**src/rtl/adpll_loop_ctrl.sv**
```systemverilog
// ADPLL loop controller: two-stage PI loop filter driving a clipped DCO word,
// with programmable gains/centre and an error-magnitude lock detector.
module adpll_loop_ctrl #(
  parameter int unsigned W       = 8,
  parameter int unsigned ACC_EXT = 4
) (
  input  logic         clk,
  input  logic         rst_n,
  input  logic         clr,
  input  logic         pgm,
  input  logic [2:0]   param_sel,
  input  logic [W-1:0] pgm_value,
  input  logic         err_valid,
  input  logic [W-1:0] err_mag,
  input  logic         err_sign,
  input  logic [1:0]   out_sel,
  output logic [W-1:0] dco_word,
  output logic         out_valid,
  output logic [W-1:0] dout,
  output logic         sign,
  output logic         locked,
  output logic         integ_sat
);

  localparam int unsigned IW = W + 1 + ACC_EXT;

  localparam logic [W-1:0]         CenterDef = {1'b1, {(W-1){1'b0}}};
  localparam logic [W-1:0]         ThrDef    = W'(2);
  localparam logic [W-1:0]         LcntDef   = W'(16);
  localparam logic [2:0]           KpDef     = 3'd2;
  localparam logic [2:0]           KiDef     = 3'd5;
  localparam logic signed [IW-1:0] IntegMax  = {1'b0, {(IW-1){1'b1}}};
  localparam logic signed [IW-1:0] IntegMin  = {1'b1, {(IW-1){1'b0}}};

  typedef enum logic [1:0] {
    StUnlocked = 2'd0,
    StAcquire  = 2'd1,
    StLocked   = 2'd2
  } state_e;

  logic [2:0]           kp_q, kp_d, ki_q, ki_d;
  logic [W-1:0]         center_q, center_d, thr_q, thr_d, lcnt_q, lcnt_d;
  logic signed [W:0]    prop_q, prop_d, f_q, f_d;
  logic signed [IW-1:0] integ_q, integ_d;
  logic                 s1_valid_q, s1_valid_d, out_valid_q, out_valid_d;
  logic [W-1:0]         dco_q, dco_d, dout_q, dout_d, cnt_q, cnt_d;
  logic                 sign_q, sign_d;
  state_e               state_q, state_d;

  // Stage 1 datapath: signed error, proportional term, saturating integrator.
  logic signed [W:0]    e, e_p, e_i;
  logic signed [IW:0]   isum;
  logic signed [IW-1:0] isat;

  always_comb begin
    e = $signed({1'b0, err_mag});
    if (err_sign) e = -e;
    e_p  = e >>> kp_q;
    e_i  = e >>> ki_q;
    isum = $signed({integ_q[IW-1], integ_q}) + $signed({{(IW-W){e_i[W]}}, e_i});
    if (isum[IW] != isum[IW-1]) isat = isum[IW] ? IntegMin : IntegMax;
    else                        isat = isum[IW-1:0];
  end

  // Stage 2 datapath: filter sum saturated to W+1 bits, then centred and clipped.
  logic signed [IW:0]  fsum;
  logic signed [W:0]   fsat;
  logic signed [W+1:0] dsum;
  logic [W-1:0]        dclip;
  logic                ffits;

  always_comb begin
    fsum  = $signed({{(IW-W){prop_q[W]}}, prop_q}) + $signed({integ_q[IW-1], integ_q});
    ffits = (&fsum[IW:W]) | ~(|fsum[IW:W]);
    if (ffits)         fsat = fsum[W:0];
    else if (fsum[IW]) fsat = {1'b1, {W{1'b0}}};
    else               fsat = {1'b0, {W{1'b1}}};
    dsum = $signed({2'b00, center_q}) + $signed({fsat[W], fsat});
    if (dsum[W+1])   dclip = '0;
    else if (dsum[W]) dclip = '1;
    else             dclip = dsum[W-1:0];
  end

  // Parameter registers.
  always_comb begin
    kp_d     = kp_q;
    ki_d     = ki_q;
    center_d = center_q;
    thr_d    = thr_q;
    lcnt_d   = lcnt_q;
    if (clr) begin
      kp_d     = KpDef;
      ki_d     = KiDef;
      center_d = CenterDef;
      thr_d    = ThrDef;
      lcnt_d   = LcntDef;
    end else if (pgm) begin
      case (param_sel)
        3'd0:    kp_d     = pgm_value[2:0];
        3'd1:    ki_d     = pgm_value[2:0];
        3'd2:    center_d = pgm_value;
        3'd3:    thr_d    = pgm_value;
        3'd4:    lcnt_d   = pgm_value;
        default: ;
      endcase
    end
  end

  // Filter pipeline.
  always_comb begin
    prop_d      = prop_q;
    integ_d     = integ_q;
    f_d         = f_q;
    dco_d       = dco_q;
    s1_valid_d  = err_valid;
    out_valid_d = s1_valid_q;
    if (clr) begin
      prop_d      = '0;
      integ_d     = '0;
      f_d         = '0;
      dco_d       = CenterDef;
      s1_valid_d  = 1'b0;
      out_valid_d = 1'b0;
    end else begin
      if (err_valid) begin
        prop_d  = e_p;
        integ_d = isat;
      end
      if (s1_valid_q) begin
        f_d   = fsat;
        dco_d = dclip;
      end
    end
  end

  // Lock detector; a lock count of 0 or 1 locks on the first qualifying sample.
  always_comb begin
    state_d = state_q;
    cnt_d   = cnt_q;
    if (clr) begin
      state_d = StUnlocked;
      cnt_d   = '0;
    end else if (err_valid) begin
      case (state_q)
        StUnlocked: begin
          if (err_mag <= thr_q) begin
            cnt_d   = W'(1);
            state_d = (lcnt_q <= W'(1)) ? StLocked : StAcquire;
          end
        end
        StAcquire: begin
          if (err_mag <= thr_q) begin
            cnt_d = (cnt_q == '1) ? cnt_q : cnt_q + W'(1);
            if (cnt_d >= lcnt_q) state_d = StLocked;
          end else begin
            state_d = StUnlocked;
            cnt_d   = '0;
          end
        end
        StLocked: begin
          if ({1'b0, err_mag} > {thr_q, 1'b0}) begin
            state_d = StUnlocked;
            cnt_d   = '0;
          end
        end
        default: begin
          state_d = StUnlocked;
          cnt_d   = '0;
        end
      endcase
    end
  end

  // Monitor is built from next-state values so it lines up with dco_word.
  logic [W:0]    fabs;
  logic [IW-1:0] iabs;
  logic          sat_d;

  always_comb begin
    fabs   = f_d[W] ? $unsigned(-f_d) : $unsigned(f_d);
    iabs   = integ_d[IW-1] ? $unsigned(-integ_d) : $unsigned(integ_d);
    sat_d  = (integ_d == IntegMax) || (integ_d == IntegMin);
    dout_d = '0;
    sign_d = 1'b0;
    case (out_sel)
      2'd0: begin
        dout_d = fabs[W] ? '1 : fabs[W-1:0];
        sign_d = f_d[W];
      end
      2'd1: begin
        dout_d = (|iabs[IW-1:W]) ? '1 : iabs[W-1:0];
        sign_d = integ_d[IW-1];
      end
      2'd2: dout_d = dco_d;
      default: begin
        dout_d = {{(W-2){1'b0}}, state_d};
        sign_d = sat_d;
      end
    endcase
  end

  always_ff @(posedge clk or negedge rst_n) begin
    if (!rst_n) begin
      kp_q        <= KpDef;
      ki_q        <= KiDef;
      center_q    <= CenterDef;
      thr_q       <= ThrDef;
      lcnt_q      <= LcntDef;
      prop_q      <= '0;
      integ_q     <= '0;
      f_q         <= '0;
      dco_q       <= CenterDef;
      s1_valid_q  <= 1'b0;
      out_valid_q <= 1'b0;
      dout_q      <= '0;
      sign_q      <= 1'b0;
      state_q     <= StUnlocked;
      cnt_q       <= '0;
    end else begin
      kp_q        <= kp_d;
      ki_q        <= ki_d;
      center_q    <= center_d;
      thr_q       <= thr_d;
      lcnt_q      <= lcnt_d;
      prop_q      <= prop_d;
      integ_q     <= integ_d;
      f_q         <= f_d;
      dco_q       <= dco_d;
      s1_valid_q  <= s1_valid_d;
      out_valid_q <= out_valid_d;
      dout_q      <= dout_d;
      sign_q      <= sign_d;
      state_q     <= state_d;
      cnt_q       <= cnt_d;
    end
  end

  assign dco_word  = dco_q;
  assign out_valid = out_valid_q;
  assign dout      = dout_q;
  assign sign      = sign_q;
  assign locked    = (state_q == StLocked);
  assign integ_sat = (integ_q == IntegMax) || (integ_q == IntegMin);

endmodule

```
**config.mk**
```make
export PLATFORM = sky130hd
export DESIGN_NAME = adpll_loop_ctrl
export DESIGN_NICKNAME = d
export VERILOG_FILES = /design/src/rtl/adpll_loop_ctrl.sv
export SDC_FILE = /design/constraint.sdc
export NUM_CORES = 1
export LEC_CHECK = 0
export ABC_AREA = 1
export CORE_ASPECT_RATIO = 1.25
export CORE_MARGIN = 3
export CORE_UTILIZATION = 40
export CTS_CLUSTER_DIAMETER = 30
export DETAILED_ROUTE_END_ITERATION = 8
export PLACE_DENSITY = 0.71
export SETUP_SLACK_MARGIN = 0.3
export SYNTH_ARGS = -nofsm -noshare
export SYNTH_HDL_FRONTEND = slang
export SYNTH_SLANG_ARGS = --single-unit
```
**constraint.sdc**
```tcl
create_clock -name clk -period 4.3 [get_ports clk]
set_input_delay 0.645 -clock clk [delete_from_list [all_inputs] [get_ports clk]]
set_output_delay 0.645 -clock clk [all_outputs]
set_load 0.02 [all_outputs]
```
# --- Word-level counts from Yosys, hierarchy flattened ---
# Index checks and enable logic that the tools add are counted.
op_classes:
  mux: 53
  n_shift: 2
  eq_ne: 16
  bitwise_logic: 2
  reduce_logical: 21
  add_sub_neg: 7
  order_cmp: 4
ops:
  columns: ["cell", "count"]
  rows:
  - ["$mux W8", 21]
  - ["$mux W9", 8]
  - ["$mux W13", 5]
  - ["$eq A13 B13 Y1 const B", 4]
  - ["$pmux W8 S3", 2]
  - ["$mux W3", 6]
  - ["$sshr A9 B3 Y9", 2]
  - ["$add A13 B9 Y14", 1]
  - ["$add A9 B13 Y14", 1]
  - ["$mux W2", 7]
  - ["$reduce_bool A2 Y1", 7]
  - ["$neg A13 Y13", 1]
  - ["$add A9 B9 Y10", 1]
  - ["$reduce_and A2 Y1", 5]
  - ["$gt A8 B9 Y1", 1]
  - ["$neg A8 Y9", 1]
  - ["$neg A9 Y9", 1]
  - ["$add A8 B1 Y8 const B", 1]
  - ["$eq A8 B8 Y1 const B", 1]
  - ["$ge A8 B8 Y1", 1]
  - ["$le A8 B1 Y1 const B", 1]
  - ["$le A8 B8 Y1", 1]
  - ["$eq A3 B2 Y1 const B", 2]
  - ["$pmux W2 S3", 1]
  - ["18 further kinds", 23]
word_totals:
  elab_cells: 120
  out_inout_bits: 20
  inputBits: 27
  regBits: 90

# --- Logic depth before layout (Yosys ltp) ---
depth:
  word_depth: 13
  ltp_mapped: 41
  depth_no_buf: 41

# --- Least setup slack after synthesis ---
# No wires, ideal clock.
synth_timing:
  path_type: "in2reg"
  startpoint: "input err_mag[0]"
  endpoint: "register dout_q[7], in the netlist dout[7]"
  path_buffers: 0
  t_arrival_ns: 5.040
  t_required_ns: 4.179
  slack_ns: -0.861
  path_stages: 38
  setup_ns: 0.121
  cell_sequence: "inv_1 ha_1 nand2_1 nor2_1 a31oi_1 inv_1 nand2_1 o21ai_0 o21ai_0 o21ai_0 inv_1 ha_1 a21oi_1 nand2_1 nand2_1 nand3_1 a21oi_1 o21bai_1 [... 2 more ...] ha_1 nor2_1 nor2_1 nand2_1 nand2_1 inv_1 ha_1 nand3b_1 nor2_2 nand3_2 nand2_2 nand2_2 nand2_2 nand2_2 nor2_4 nand3_2 a21oi_1 nand2_1"
synth_via:
  elab_chain_len: 13
  elab_cells_between_ends: 14
  classes_between: "add/sub: 3; eq/ne: 1; shift: 1; mux: 8; reduce/logical: 1"
synth_lines:
  columns: ["element", "line_no", "text"]
  rows:
  - ["start: declaration", "14", "input logic [W-1:0] err_mag,"]
  - ["$neg A8 Y9", "57", "if (err_sign) e = -e;"]
  - ["$mux W9 (*)", "57", null]
  - ["$sshr A9 B3 Y9 (*)", "59", "e_i = e >>> ki_q;"]
  - ["$add A13 B9 Y14 (*)", "60", "isum = $signed({integ_q[IW-1], integ_q}) + $signed({{(IW-W){e_i[W]}}, e_i});"]
  - ["$mux W13 or $ne A1 B1 Y1 (tied branches)", "61", "if (isum[IW] != isum[IW-1]) isat = isum[IW] ? IntegMin : IntegMax;"]
  - ["$mux W13 (*)", "61", null]
  - ["$mux W13 (*)", "125", "if (err_valid) begin"]
  - ["$mux W13 (*)", "117", "if (clr) begin"]
  - ["$neg A13 Y13", "181", "iabs = integ_d[IW-1] ? $unsigned(-integ_d) : $unsigned(integ_d);"]
  - ["$mux W13 (*)", "181", null]
  - ["$reduce_or A5 Y1", "191", "dout_d = (|iabs[IW-1:W]) ? '1 : iabs[W-1:0];"]
  - ["$mux W8 (*)", "191", null]
  - ["$pmux W8 S3 (*)", "185", "case (out_sel)"]
  - ["via dout_d[7]", "46", "logic [W-1:0] dco_q, dco_d, dout_q, dout_d, cnt_q, cnt_d;"]
  - ["end signal: assignment", "231", "dout_q <= dout_d;"]
  - ["end: declaration", "46", null]
# The timed path passes the listed nets; every way through them passes the cells marked *.
# A chain may end at the register's enable or synchronous reset.

# --- Worst setup path in the final report ---
layout_timing:
  startpoint: "input err_mag[1]"
  endpoint: "register dout_q[7], in the netlist dout[7]"
# The elaborated chain is that of the path after synthesis.

==> metrics <==
status finished with violations; failing checks negative setup slack; hpwl dp between 15 and 20 mm; ANT nets after route 0; Post-synth ARST share 1.00; CP Capture Type flip-flop; Fill cells 1656; synth top area cells dfrtp_1, nand2_1, ha_1, inv_1, o21ai_0; Gate power share 0.719; CP Launch Type primary input; crit-path most repeated cell nand2_2; slowest stage delay, CP 0.33 ns; syn_area_per_cell 6.78 um^2; worst slack, placed -1.39 ns; Final Hold Vio Count 0; H-tree depth 3; DR vias 8543; area growth from synthesis to layout 41.2%; P_leak 5.68 nW; Peak supply drop 383 uV; EDFF count, synth 0; Flop pwr share 0.165; wire per inst 14.6 um; input/output buffers 46; CP Buf/Inv Count 5; Mapped Nets 1262; sw frac 0.459; total power 0.00663 W; total core area 19100 um^2; number of CTS-inserted buffers 9; hold_ws 0.380 ns; Die W 132 um; largest net degree at the start of global routing 69; CP Max Fanout 8; CTS tree done; Top delay family on crit path simple AND/OR/NAND/NOR gates; GRT Overall Usage 0.225; Clk pin slew, worst setup/hold paths 0.07 ns; worst-margin pin slew 0.888 ns; Final GP Congestion 0.955; P_sw 0.00304 W; Tmin final between 4 and 5 ns; clock network fraction of total power 0.116; number of global-route vias before repair 8306; DR DRC count 0; Via density 5.07; Initial Util 0.414; Pre-antenna DRT Iters 5; Max Fclk 204 MHz; Netlist Area Pre-Place 7920 um^2; top-count cell post-synth nand2_1; Internal Pwr Total around 0.0036 W; Multi-input gate area roughly 5600 um^2; # clock sinks 90; Yosys warning total 0; deepest clock path buffer count 2; period utilisation layout 1.14; CP arrival 5.16 ns; share of the synthesized area in the top cell type 0.262; Yosys top cell by area dfrtp_1; most instantiated cells after synthesis nand2_1, inv_1, nor2_1, o21ai_0, dfrtp_1; Main synth FF type dfrtp_1; fin util 0.584; Final TNS setup -5.11 ns; unrepaired setup endpoints after global routing yes; crit path from err_mag[1]; max-slew violation count 0; #FFs+latches synth 90; CP required 4.55 ns; Cell Rows 56; Seq/Total Area, Yosys 0.286; WL final between 20 and 25 mm; reg2reg start ki_q[0]$_DFFE_PN1P_; Rel. slew slack 0.408; worst min path class primary input to async pin; Die Area 21500 um^2; total of max-cap violations 0; Nets ~1500; clock latency on the worst-skew pair 0.36 ns; final worst-path setup slack -0.606 ns; CTS root buf clkbuf_16; DR iter-0 viols 526; initial antenna violation count 0; Die Y 163 um; total power divided by cell area between 500 and 600 nW/um^2; first-pass GRT wire length ~39 mm; Ant. Diodes 0; final setup violating endpoints 11; share of cells above drive strength 1 0.309; Netlist cell types 52; io pins 47; Worst path slowest cell ha_4; clk_skew 0.0128 ns; Post-Syn Instances 1167; grt ovf 0; worst setup path class primary input to flip-flop; FF+latch area 2260 um^2
-- placed cells by master, fill, tap and decap left out, types with 18 or more instances in the layout --
cell             count
nand2_1            301
buf_4              204
inv_1              143
nor2_1              94
dfrtp_1             82
nand3_1             65
o21ai_0             64
ha_1                52
nand2_2             44
clkdlybuf4s50_1     36
a21oi_1             35
nand3_2             27
nand4_1             19
a21oi_2             18
-- cell families after synthesis --
kind of cell | count (synthesis) | share of synthesized area
and+or+nand+nor | 608 | 0.343
AOI/OAI and AO/OA | 186 | 0.134
adders and majority gates | 68 | 0.110
DFF | 90 | 0.286
muxes | 9 | 0.0128
buffers and inverters | 180 | 0.0864
xor gates and xnor gates | 26 | 0.0288
-- metrics by stage --
step           cells  cell area [um^2]
4_1_cts         1671             10700
2_1_floorplan   1167              8070
5_1_grt         1686             11200
3_3_place_gp    1630             10100
3_5_place_dp    1630             10100
6_report        1686             11200
-- per-layer routing --
metal  wire, um  up-vias  GRT usage
li1           -     4311          -
met1      10200     3948      0.261
met2      12400      220      0.413
met3        915       64     0.0246
met4       1110        0      0.115
met5          0        -          0
-- worst register-to-register path, delay by kind of cell (launching register included) --
family / cells / cell delay [ns]
and+or+nand+nor: 19 / 1.74
adders and majority gates: 4 / 1.06
buffers and inverters: 4 / 0.55
AOI/OAI and AO/OA: 4 / 0.50
DFF: 1 / 0.37
xor gates and xnor gates: 1 / 0.20
-- power groups by stage --
stage               Clock (W)  Combinational (W)  Sequential, W
floorplan                   0            0.00221        0.00116
global placement            0            0.00382        0.00110
detailed placement          0            0.00387        0.00110
CTS                  0.000780            0.00417        0.00109
global route         0.000814            0.00516        0.00111
finish               0.000766            0.00477        0.00109
-- cell type report --
cell class / instances / area share
Timing Repair Buffer: 259 / 0.187
Sequential cell: 90 / 0.202
Multi-Input combinational cell: 897 / 0.499
Inverter: 163 / 0.0578
Clock buffer: 9 / 0.0202
Tap cell: 261 / 0.0292
Clock inverter: 7 / 0.00481
-- final timing paths --
kind	endpoint	slack (ns)	cells after the start
min	dco_word[5]$_DFF_PN0_	0.38	1
max	dout[7]$_DFF_PN0_	-0.61	36
min reg2reg	prop_q[5]$_DFFE_PN0P_	0.49	2
max in group asynchronous	integ_q[4]$_DFF_PN0_	3.04	2
min in group clk	prop_q[5]$_DFFE_PN0P_	0.49	2
max reg2reg	dout[7]$_DFF_PN0_	-0.22	32
-- registers in the layout, indices dropped and copies added (netlist names), 3 cells and up --
| name | count |
|---|---|
| integ_q | 13 |
| center_q | 8 |
| ki_q | 3 |
| prop_q | 9 |
| f_q | 9 |
| dco_word | 8 |
| lcnt_q | 8 |
| dout | 8 |
| kp_q | 3 |
| thr_q | 8 |
| cnt_q | 8 |
-- repair_timing --
item / 4_1_cts / 5_1_grt
buffers inserted: 25 / 15
resized for setup: 96 / 85
setup endpoints to repair: 30 / 28
hold buffers: 0 / 0
pin swaps: 51 / 70
Power figures use the tool's default switching activity.
